===== src/rtl/retire_trace_unit.sv =====
// Retirement tracer: follows each fetched instruction through the four
// pipeline stages and logs every real instruction that reaches write-back
// into a first-word-fall-through FIFO. The FIFO drains over a valid/ready port.
module retire_trace_unit #(
  parameter int XLEN       = 32,
  parameter int FIFO_DEPTH = 4,
  parameter int BP_MARGIN  = 1
) (
  input  logic            clk_i,
  input  logic            rst_i,
  input  logic            start_i,
  input  logic [XLEN-1:0] if_pc_i,
  input  logic [XLEN-1:0] if_inst_i,
  input  logic            flush_i,
  input  logic            hazard_stall_i,
  output logic            trace_valid_o,
  input  logic            trace_ready_i,
  output logic [XLEN-1:0] trace_pc_o,
  output logic [XLEN-1:0] trace_inst_o,
  output logic            trace_halt_o,
  output logic [31:0]     retire_count_o,
  output logic            halted_o,
  output logic            overflow_o,
  output logic            backpressure_o
);

  localparam int AW = $clog2(FIFO_DEPTH);
  localparam logic [AW:0] PTR_ONE  = (AW+1)'(1);
  localparam logic [AW:0] FULL_CNT = (AW+1)'(FIFO_DEPTH);
  localparam logic [AW:0] BP_CNT   = (AW+1)'(FIFO_DEPTH - BP_MARGIN);

  // Stage shadow registers; index 0 is stage 1, index 3 is stage 4.
  logic [XLEN-1:0] r_stg_pc   [4];
  logic [XLEN-1:0] r_stg_inst [4];
  logic [3:0]      r_stg_v;

  // Trace FIFO storage and pointers (extra wrap bit tells full from empty).
  logic [XLEN-1:0] r_mem_pc   [FIFO_DEPTH];
  logic [XLEN-1:0] r_mem_inst [FIFO_DEPTH];
  logic [AW:0]     r_wr_ptr;
  logic [AW:0]     r_rd_ptr;
  logic [31:0]     r_retire_count;
  logic            r_halted;
  logic            r_overflow;

  logic [AW:0]     w_count;
  logic            w_full;
  logic            w_empty;
  logic            w_pop;
  logic            w_push_req;
  logic            w_push;
  logic            w_drop;
  logic            w_s4_halt;

  assign w_count    = r_wr_ptr - r_rd_ptr;
  assign w_full     = (w_count == FULL_CNT);
  assign w_empty    = (w_count == '0);
  assign w_pop      = ~w_empty & trace_ready_i;
  // A record leaves stage 4 only when the pipeline advances; after halt
  // nothing more is logged at all.
  assign w_push_req = start_i & r_stg_v[3] & ~r_halted;
  // A full FIFO still accepts the record if the head leaves on the same edge.
  assign w_push     = w_push_req & (~w_full | w_pop);
  assign w_drop     = w_push_req & w_full & ~w_pop;
  assign w_s4_halt  = (r_stg_inst[3] == '0);

  // Shift the stage shadows in lockstep with the CPU pipeline registers.
  always_ff @(posedge clk_i) begin
    if (!rst_i) begin
      r_stg_v <= '0;
    end else if (start_i) begin
      r_stg_pc[0]   <= if_pc_i;
      r_stg_inst[0] <= if_inst_i;
      r_stg_v[0]    <= ~flush_i;
      // A load-use stall turns the stage-1 entry into a bubble as it moves on.
      r_stg_v[1]    <= r_stg_v[0] & ~hazard_stall_i;
      r_stg_v[2]    <= r_stg_v[1];
      r_stg_v[3]    <= r_stg_v[2];
      for (int k = 1; k < 4; k++) begin
        r_stg_pc[k]   <= r_stg_pc[k-1];
        r_stg_inst[k] <= r_stg_inst[k-1];
      end
    end
  end

  // Write the retiring record into the FIFO slot at the write pointer.
  always_ff @(posedge clk_i) begin
    if (w_push) begin
      r_mem_pc[r_wr_ptr[AW-1:0]]   <= r_stg_pc[3];
      r_mem_inst[r_wr_ptr[AW-1:0]] <= r_stg_inst[3];
    end
  end

  // Pointer, retirement counter and sticky status bookkeeping.
  always_ff @(posedge clk_i) begin
    if (!rst_i) begin
      r_wr_ptr       <= '0;
      r_rd_ptr       <= '0;
      r_retire_count <= '0;
      r_halted       <= 1'b0;
      r_overflow     <= 1'b0;
    end else begin
      if (w_push) begin
        r_wr_ptr       <= r_wr_ptr + PTR_ONE;
        r_retire_count <= r_retire_count + 32'd1;
        if (w_s4_halt) begin
          r_halted <= 1'b1;
        end
      end
      if (w_pop) begin
        r_rd_ptr <= r_rd_ptr + PTR_ONE;
      end
      if (w_drop) begin
        r_overflow <= 1'b1;
      end
    end
  end

  // Head of the FIFO is visible without an extra read cycle.
  assign trace_valid_o  = ~w_empty;
  assign trace_pc_o     = r_mem_pc[r_rd_ptr[AW-1:0]];
  assign trace_inst_o   = r_mem_inst[r_rd_ptr[AW-1:0]];
  assign trace_halt_o   = (trace_inst_o == '0) & trace_valid_o;
  assign retire_count_o = r_retire_count;
  assign halted_o       = r_halted;
  assign overflow_o     = r_overflow;
  assign backpressure_o = (w_count >= BP_CNT);

endmodule

===== config.mk =====
export PLATFORM = sky130hd
export DESIGN_NAME = retire_trace_unit
export DESIGN_NICKNAME = d
export VERILOG_FILES = /design/src/rtl/retire_trace_unit.sv
export SDC_FILE = /design/constraint.sdc
export NUM_CORES = 1
export LEC_CHECK = 0
export ABC_AREA = 0
export BUFFER_PORTS_ARGS = -buffer_cell sky130_fd_sc_hd__buf_2
export CAP_MARGIN = 10
export CORE_ASPECT_RATIO = 1.4
export CORE_UTILIZATION = 25
export DETAILED_ROUTE_END_ITERATION = 12
export GPL_ROUTABILITY_DRIVEN = 0
export PLACE_DENSITY = 0.51
export SLEW_MARGIN = 20
export SYNTH_ARGS = -nofsm -noshare
export SYNTH_HDL_FRONTEND = slang
export SYNTH_SLANG_ARGS = --single-unit

===== constraint.sdc =====
create_clock -name clk_i -period 9.8 [get_ports clk_i]
set_input_delay 1.47 -clock clk_i [delete_from_list [all_inputs] [get_ports clk_i]]
set_output_delay 1.47 -clock clk_i [all_outputs]
set_load 0.005 [all_outputs]

# After elaboration in Yosys (flattened, before gate mapping)
# Memories as Yosys holds them, arrays and structs flattened. A register that Yosys moved wholly into a read port is not among the register bits.
# Index checks and enable logic that the tools add are counted.
classes:
  n_addsub: 4
  magnitude_cmp: 1
  n_eq_ne: 1
  muxes: 9
  bitwise: 15
  reduce_logical: 4
ops:
  columns: ["cell", "count"]
  rows:
  - ["zero test 32 bit", 2]
  - ["adder 32 x 1 -> 32 bit, second input constant", 1]
  - ["bitwise AND 1 bit", 8]
  - ["2-to-1 mux 2 bit", 4]
  - ["adder 3 x 1 -> 3 bit, second input constant", 2]
  - ["NOT 1 bit", 6]
  - ["2-to-1 mux 1 bit", 5]
  - ["equality test 3 bit, second input constant", 1]
  - ["greater-or-equal comparator 3 x 2 -> 1 bit, second input constant", 1]
  - ["zero test 3 bit", 1]
  - ["subtractor 3 bit", 1]
  - ["AND reduction 2 bit", 1]
  - ["OR 1 bit", 1]
word_totals:
  regBits: 44
  ram_bits: 512
  inputBits: 70
  output_inout_bits: 101
  elab_cells: 44
  mem_count: 4
mem_list:
  columns: ["name", "words", "width", "read_ports", "rd_clocked_by_memory_dff", "wr", "line_no", "text"]
  rows:
  - ["r_mem_inst", 4, 32, 1, 1, 1, "39", "logic [XLEN-1:0] r_mem_inst [FIFO_DEPTH];"]
  - ["r_mem_pc", 4, 32, 1, 1, 1, "38", "logic [XLEN-1:0] r_mem_pc [FIFO_DEPTH];"]
  - ["r_stg_inst", 4, 32, 4, 0, 4, "34", "logic [XLEN-1:0] r_stg_inst [4];"]
  - ["r_stg_pc", 4, 32, 4, 0, 4, "33", "logic [XLEN-1:0] r_stg_pc [4];"]

# Depth between registers and ports, before layout
# Gate-level depths: netlist of the first run.
depth:
  ltp_word: 8
  mapped_depth: 10
  depth_no_buf: 9

# Worst setup path after synthesis of the first run
# Ideal clock, no wire load.
synth_path:
  kind: "input to register"
  startpoint: "input port start_i"
  endpoint: "memory r_stg_inst[0][0], enable pin"
  setup_time_ps: 648
  t_arrival_ps: 7584
  t_required_ps: 9152
  path_slack_ps: 1568
  cell_stages: 2
  n_path_buf: 1
  path_cell_list: "clkbuf_1 > and2_1"
synth_rtl:
  columns: ["element", "line_no", "text"]
  rows:
  - ["start: declaration", "11", "input logic start_i,"]
  - ["end: declaration", "34", null]

==> results.yml, run 1 <==
global_route:
  grt_overflow_total: 0
  grt_pass1_wl_um: 57100
  grt-busiest-layer: "met2"
  grtUsageMet2: 0.164
  antenna_found_initial: 2
  grtUsageMet1: 0.113
  grtUsageMet3: 0.0313
  grt_max_degree: 160
  track_usage: 0.0978
  grt_pass1_vias: 9068
critical_path:
  critical_path.max_fanout: 35
  path_class: "register to output port"
  cp.arrival_ns: 4.02
  worstSetupStartpointType: "register"
  end_kind: "output port"
  worstPathRequired_ns: 8.33
  worstRegToRegCells: 9
synth:
  synth_top_family_by_area: "multiplexers"
  synth_compound_area_frac: 0.00915
  syn_inst: 857
  synth.largest_area_cell: "edfxtp_1"
  synth.area.top_cells: "edfxtp_1 (80%), mux4_2 (7.5%), dfxtp_1 (4.8%)"
  yosysTopAreaCellShare: 0.803
  ys.flop_type: "edfxtp_1"
  synth_cell_type_count: 39
  synth_mux_area_frac: 0.0769
  synth_most_common_cell: "edfxtp_1"
  synth-xor-area-share: 0.0134
  synth_edf_count: 512
  yosys.area_share.simple: 0.0365
  synthAdderAreaFrac: 0.00562
  synthArstFlopShare: 0
  ys_top_cells_by_count: "edfxtp_1 (512), mux4_2 (64), dfxtp_1 (46), nor2_1 (35), nor4_1 (26)"
  synthesis.nets: 935
  yosysWarnings: 0
  seq_area_frac_synth: 0.851
  syn-cell-area_um2: 19100
  avgSynthCellArea_um2: 22.3
  synth_seq_cells: 558
sta:
  max_slew.worst_pin.slew_ns: 1.08
  fmax_ghz: 0.182
  skew_ns: 0.0238
  setup_tns_ns: 0
  finalHoldViolations: 0
  fin_ws_ns: 4.31
  max_slew_margin: 0.280
  fin_crit_sh: 0.560
  hold_slack_ns: 0.414
  rsz0062_at_grt: "false"
  maxSlewViolCount: 0
  setup_viol: 0
  period_needed_ns: 5.49
place:
  io_buffers: 170
  pre_cts_ws_ns: 4.65
  dp_hpwl_um: 23200
  dp.cells: 1977
  placed_cell_area_um2: 21200
drt:
  totalWireLength_um: 38300
  ant_nets: 0
  wl_per_cell_um: 18.4
  drt-initial-drc-count: 518
  drc: 0
  vias_per_cell: 4.09
  drt-pass1-iter-count: 4
  route.vias.total: 8529
floorplanning:
  fp.coreArea_um2: 75500
  num_rows: 119
  die-area_um2: 77700
  io_pins: 171
  die_x_um: 236
  die_y_um: 329
  initial_utilization: 0.254
clock_network:
  cts_max_level: 2
  cts_resized: 0
  cts_root_buffer: "clkbuf_16"
  tritoncts: "built"
  cts_made_buffers: 56
  path_clk_slew_ns: 0.06
  post-cts-setup-buffers: 0
  cts_hold_buf: 0
  cts_sinks: 558
  clockBufferDepth: 3
  clock_latency_ns: 0.63
power:
  power_leakage_nw: 7.43
  power_density_nw_per_um2: 227
  vdd_drop_max_v: 0.000128
worst_hold_path:
  whs_path_depth: 0
  hold_class: "register to register"
run_status:
  status: "completed"
final_layout:
  layout-drive-gt1-share: 0.297
  fin_nets: 1146
  areaGrowthSynthToFinish_pct: 20.8
  multi_input_area_um2: 2720
  n_fill_cell: 7273
  design_area_um2: 23100
  seqCellArea_um2: 16300
  final_cells: 2084
flow_run:
  maxCapViolCount: 0
## cell families (layout without fill, tap and decap cells)
kind of cell	count (synthesis)	after routing
AOI/OAI and AO/OA	31	31
xor gates and xnor gates	26	26
muxes	67	67
DFF	558	558
and+or+nand+nor	132	132
other	0	1
buffers and inverters	35	293
adders and majority gates	8	8
## critical path, cell delays in order (launching register included)
cell and delay [ns]:
dfxtp_4 0.79, buf_4 0.71, mux4_2 0.61, nor4_1 0.37, nand3_1 0.24, nor3_1 0.44
buf_2 0.21
## state kept, by name (all words and copies together) (netlist names), named ones only
register        count
r_mem_pc          128
r_mem_inst        128
r_stg_v             4
overflow_o          1
r_stg_pc          128
r_stg_inst        128
retire_count_o     32
halted_o            1
r_rd_ptr            3
r_wr_ptr            3
## final timing paths
path                                                  start                           to  slack, ns
worst max register to register     r_wr_ptr[0]$_SDFFE_PN0P_    r_mem_pc[3][17]$_DFFE_PP_       6.58
worst max-delay path                               register                 trace_halt_o       4.31
worst min register to register  r_stg_inst[2][27]$_DFFE_PP_  r_stg_inst[3][27]$_DFFE_PP_       0.41
worst min-delay path            r_stg_inst[2][27]$_DFFE_PP_  r_stg_inst[3][27]$_DFFE_PP_       0.41
## layer usage
layer,part of all wire,wire (µm)
met1,0.40,15500
met5,0.00021,8
met4,0.037,1440
met3,0.063,2400
met2,0.50,19000
## through the flow
| step | total power, mW | utilization |
|---|---|---|
| final | 5.24 | 0.306 |
| after global routing | 5.45 | 0.306 |
| after CTS | 5.35 | 0.306 |
| after detailed placement | 3.11 | 0.281 |
| after global placement | 3.11 | 0.281 |
| after floorplan | 2.93 | - |
## power breakdown
group          switching [mW]  total, mW  leakage (nW)  internal (mW)
Sequential             0.0612       2.71          5.08           2.64
Clock                   0.913       2.21         0.910           1.29
Combinational           0.167      0.331          1.44          0.164
## cell usage in the layout, fill, tap and decap left out, types with 3 or more instances in the layout
cell type and n:
clkinvlp_4 3, ha_1 7, o21ai_0 9, clkbuf_16 56, mux2i_1 3, or3_1 10
clkinv_2 6, edfxtp_1 512, a21oi_1 15, buf_2 170, xor2_1 5, nand3_1 13
nor3_1 4, buf_4 7, bufinv_16 9, and2_4 5, clkbuf_1 12, inv_1 8
nor4_1 26, nand2_1 16, nor2_1 35, mux4_2 64, nand4_1 7, clkinv_1 13
dfxtp_1 44, xnor2_1 19, and4_1 4
## area by class of cell
cell class,instances,area share
Antenna cell,1,0.000108
Clock buffer,68,0.0626
Clock inverter,37,0.0193
Inverter,9,0.00146
Multi-Input combinational cell,264,0.118
Sequential cell,558,0.705
Tap cell,968,0.0524
Timing Repair Buffer,179,0.0411
(Power assumes the default switching activity.)
==> inputs of run 2 (changes only) <==
==> constraint.sdc (replaced) <==
create_clock -name clk_i -period 5.6 [get_ports clk_i]
set_input_delay 0.84 -clock clk_i [delete_from_list [all_inputs] [get_ports clk_i]]
set_output_delay 0.84 -clock clk_i [all_outputs]
set_load 0.005 [all_outputs]
==> run 2 against run 1 <==
First-iteration DRC count rose by 15%; via count decreased by 0.75%; global-route usage about the same; cell area is essentially flat; clock power increased by 76%; cell count is 0.19% lower; critical path depth stayed put; worst setup slack lost 3.2 ns; sequential power is 75% higher; die area stayed put; critical endpoint unchanged; largest cell class unchanged.
==> results.yml, run 2 (synthesis gave the netlist of run 1 again) <==
run_status:
  status: "completed"
sta:
  maxSlewViolCount: 0
  max_slew_margin: 0.327
  fmax_ghz: 0.224
  setup_tns_ns: 0
  max_slew.worst_pin.slew_ns: 1.01
  period_needed_ns: 4.46
  rsz0062_at_grt: "false"
  skew_ns: 0.0200
  finalHoldViolations: 0
  fin_crit_sh: 0.796
  setup_viol: 0
final_layout:
  final_common_cell: "edfxtp_1"
  fin_nets: 1146
  areaGrowthSynthToFinish_pct: 20.8
  n_antenna_cell: 0
  final_cell_mix: "edfxtp_1 (512), buf_2 (170), mux4_2 (64)"
  layout-drive-gt1-share: 0.300
  fin_util: 0.306
place:
  io_buffers: 170
  dp_hpwl_um: 24200
floorplanning:
  die_x_um: 236
  fp.coreArea_um2: 75500
  die-area_um2: 77700
  die_y_um: 329
  num_rows: 119
  io_pins: 171
  initial_utilization: 0.254
power:
  finalPower_mw: 9.21
  power_leakage_nw: 7.45
  vdd_drop_max_v: 0.000218
  swShare: 0.214
  p_sw_mw: 1.97
  seqPwrFrac: 0.515
  intPower_mw: 7.24
  combPwrFrac: 0.063
  power_density_nw_per_um2: 398
  clkPwrFrac: 0.422
critical_path:
  crit_cells: 6
  critPathTopFamily: "simple AND/OR/NAND/NOR gates"
  worstRegToRegCells: 8
  path_cells: "buf_4, mux4_2, nor4_1, nand4_1, nor3_1, buf_2"
  end_kind: "output port"
  slowest_stage: "dfxtp_4"
  cp.arrival_ns: 3.62
  ff2ff_setup_slack_ns: 2.13
  endpoint: "trace_halt_o"
  critPathMaxStageDelay_ns: 0.88
  worstPathRequired_ns: 4.76
  worstSetupStartpointType: "register"
  reg2reg_to: "r_mem_pc[3][4]$_DFFE_PP_"
  critical_path.max_fanout: 40
  path_buf_inv: 2
  path_class: "register to output port"
  reg2reg_from: "r_wr_ptr[0]$_SDFFE_PN0P_"
clock_network:
  clock_latency_ns: 0.60
  clockBufferDepth: 3
  post-cts-setup-buffers: 0
  tritoncts: "built"
  cts_sinks: 558
  cts_root_buffer: "clkbuf_16"
  path_clk_slew_ns: 0.06
  cts_made_buffers: 55
  cts_max_level: 2
  cts_hold_buf: 0
  cts_resized: 0
global_route:
  grt_pass1_wl_um: 56700
  grt_overflow_total: 0
  grt_max_degree: 93
  track_usage: 0.0974
  grt_pass1_vias: 8823
  antenna_found_initial: 1
drt:
  wl_per_cell_um: 18.3
  totalWireLength_um: 38100
  vias_per_cell: 4.07
  ant_nets: 0
  drc: 0
  drt-pass1-iter-count: 4
  drt-initial-drc-count: 595
  route.vias.total: 8465
flow_run:
  maxCapViolCount: 0
worst_hold_path:
  hold_class: "primary input to register"
## run 2: cell count changes in the layout (fill, tap and decap cells not counted), moves of 2 or more
cell / change
clkinv_2: +3
inv_6: +2
clkinvlp_4: -3
bufinv_16: +2
clkbuf_1: -6
## run 2: worst min-delay path by stage
| stage | from | endpoint | cells after the start |
|---|---|---|---|
| 2_1_floorplan | r_stg_inst[0][0]$_DFFE_PP_ | r_stg_inst[1][0]$_DFFE_PP_ | 0 |
| 3_3_place_gp | r_stg_pc[1][17]$_DFFE_PP_ | r_stg_pc[2][17]$_DFFE_PP_ | 0 |
| 3_5_place_dp | r_stg_inst[1][24]$_DFFE_PP_ | r_stg_inst[2][24]$_DFFE_PP_ | 0 |
| 4_1_cts | if_pc_i[14] | r_stg_pc[0][14]$_DFFE_PP_ | 1 |
| 5_1_grt | if_pc_i[14] | r_stg_pc[0][14]$_DFFE_PP_ | 1 |
| 6_report | if_pc_i[14] | r_stg_pc[0][14]$_DFFE_PP_ | 1 |
## run 2: layout make-up
| type | count | area (µm²) |
|---|---|---|
| Clock buffer | 62 | 1410 |
| Clock inverter | 39 | 477 |
| Fill cell | 7206 | 52400 |
| Inverter | 9 | 33.8 |
| Multi-Input combinational cell | 264 | 2730 |
| Sequential cell | 558 | 16300 |
| Tap cell | 968 | 1210 |
| Timing Repair Buffer | 180 | 951 |
## run 2: power by group through the flow
stage	clock, mW	sequential, mW	combinational (mW)
6_report	3.88	4.74	0.583
5_1_grt	4.14	4.76	0.644
4_1_cts	4.01	4.75	0.613
3_5_place_dp	0	4.84	0.612
3_3_place_gp	0	4.84	0.611
2_1_floorplan	0	4.74	0.382
## run 2: routing by layer
layer | global-route usage | share of wire | vias up
met3 | 0.0337 | 0.069 | 60
met2 | 0.163 | 0.49 | 197
li1 | - | - | 3902
met4 | 0.0374 | 0.027 | 2
met1 | 0.115 | 0.41 | 4304
met5 | 0 | 0.00034 | -
## run 2: per-stage QoR
step / cell area [µm²] / setup WS, ns / std cells / hold WS [ns]
3_5_place_dp: 21200 / 1.45 / 1979 / 0.405
3_3_place_gp: 21200 / 1.57 / 1979 / 0.402
2_1_floorplan: 19100 / 0.844 / 857 / 0.400
5_1_grt: 23100 / 0.690 / 2080 / 0.379
6_report: 23100 / 1.14 / 2080 / 0.413
4_1_cts: 23100 / 0.789 / 2080 / 0.365
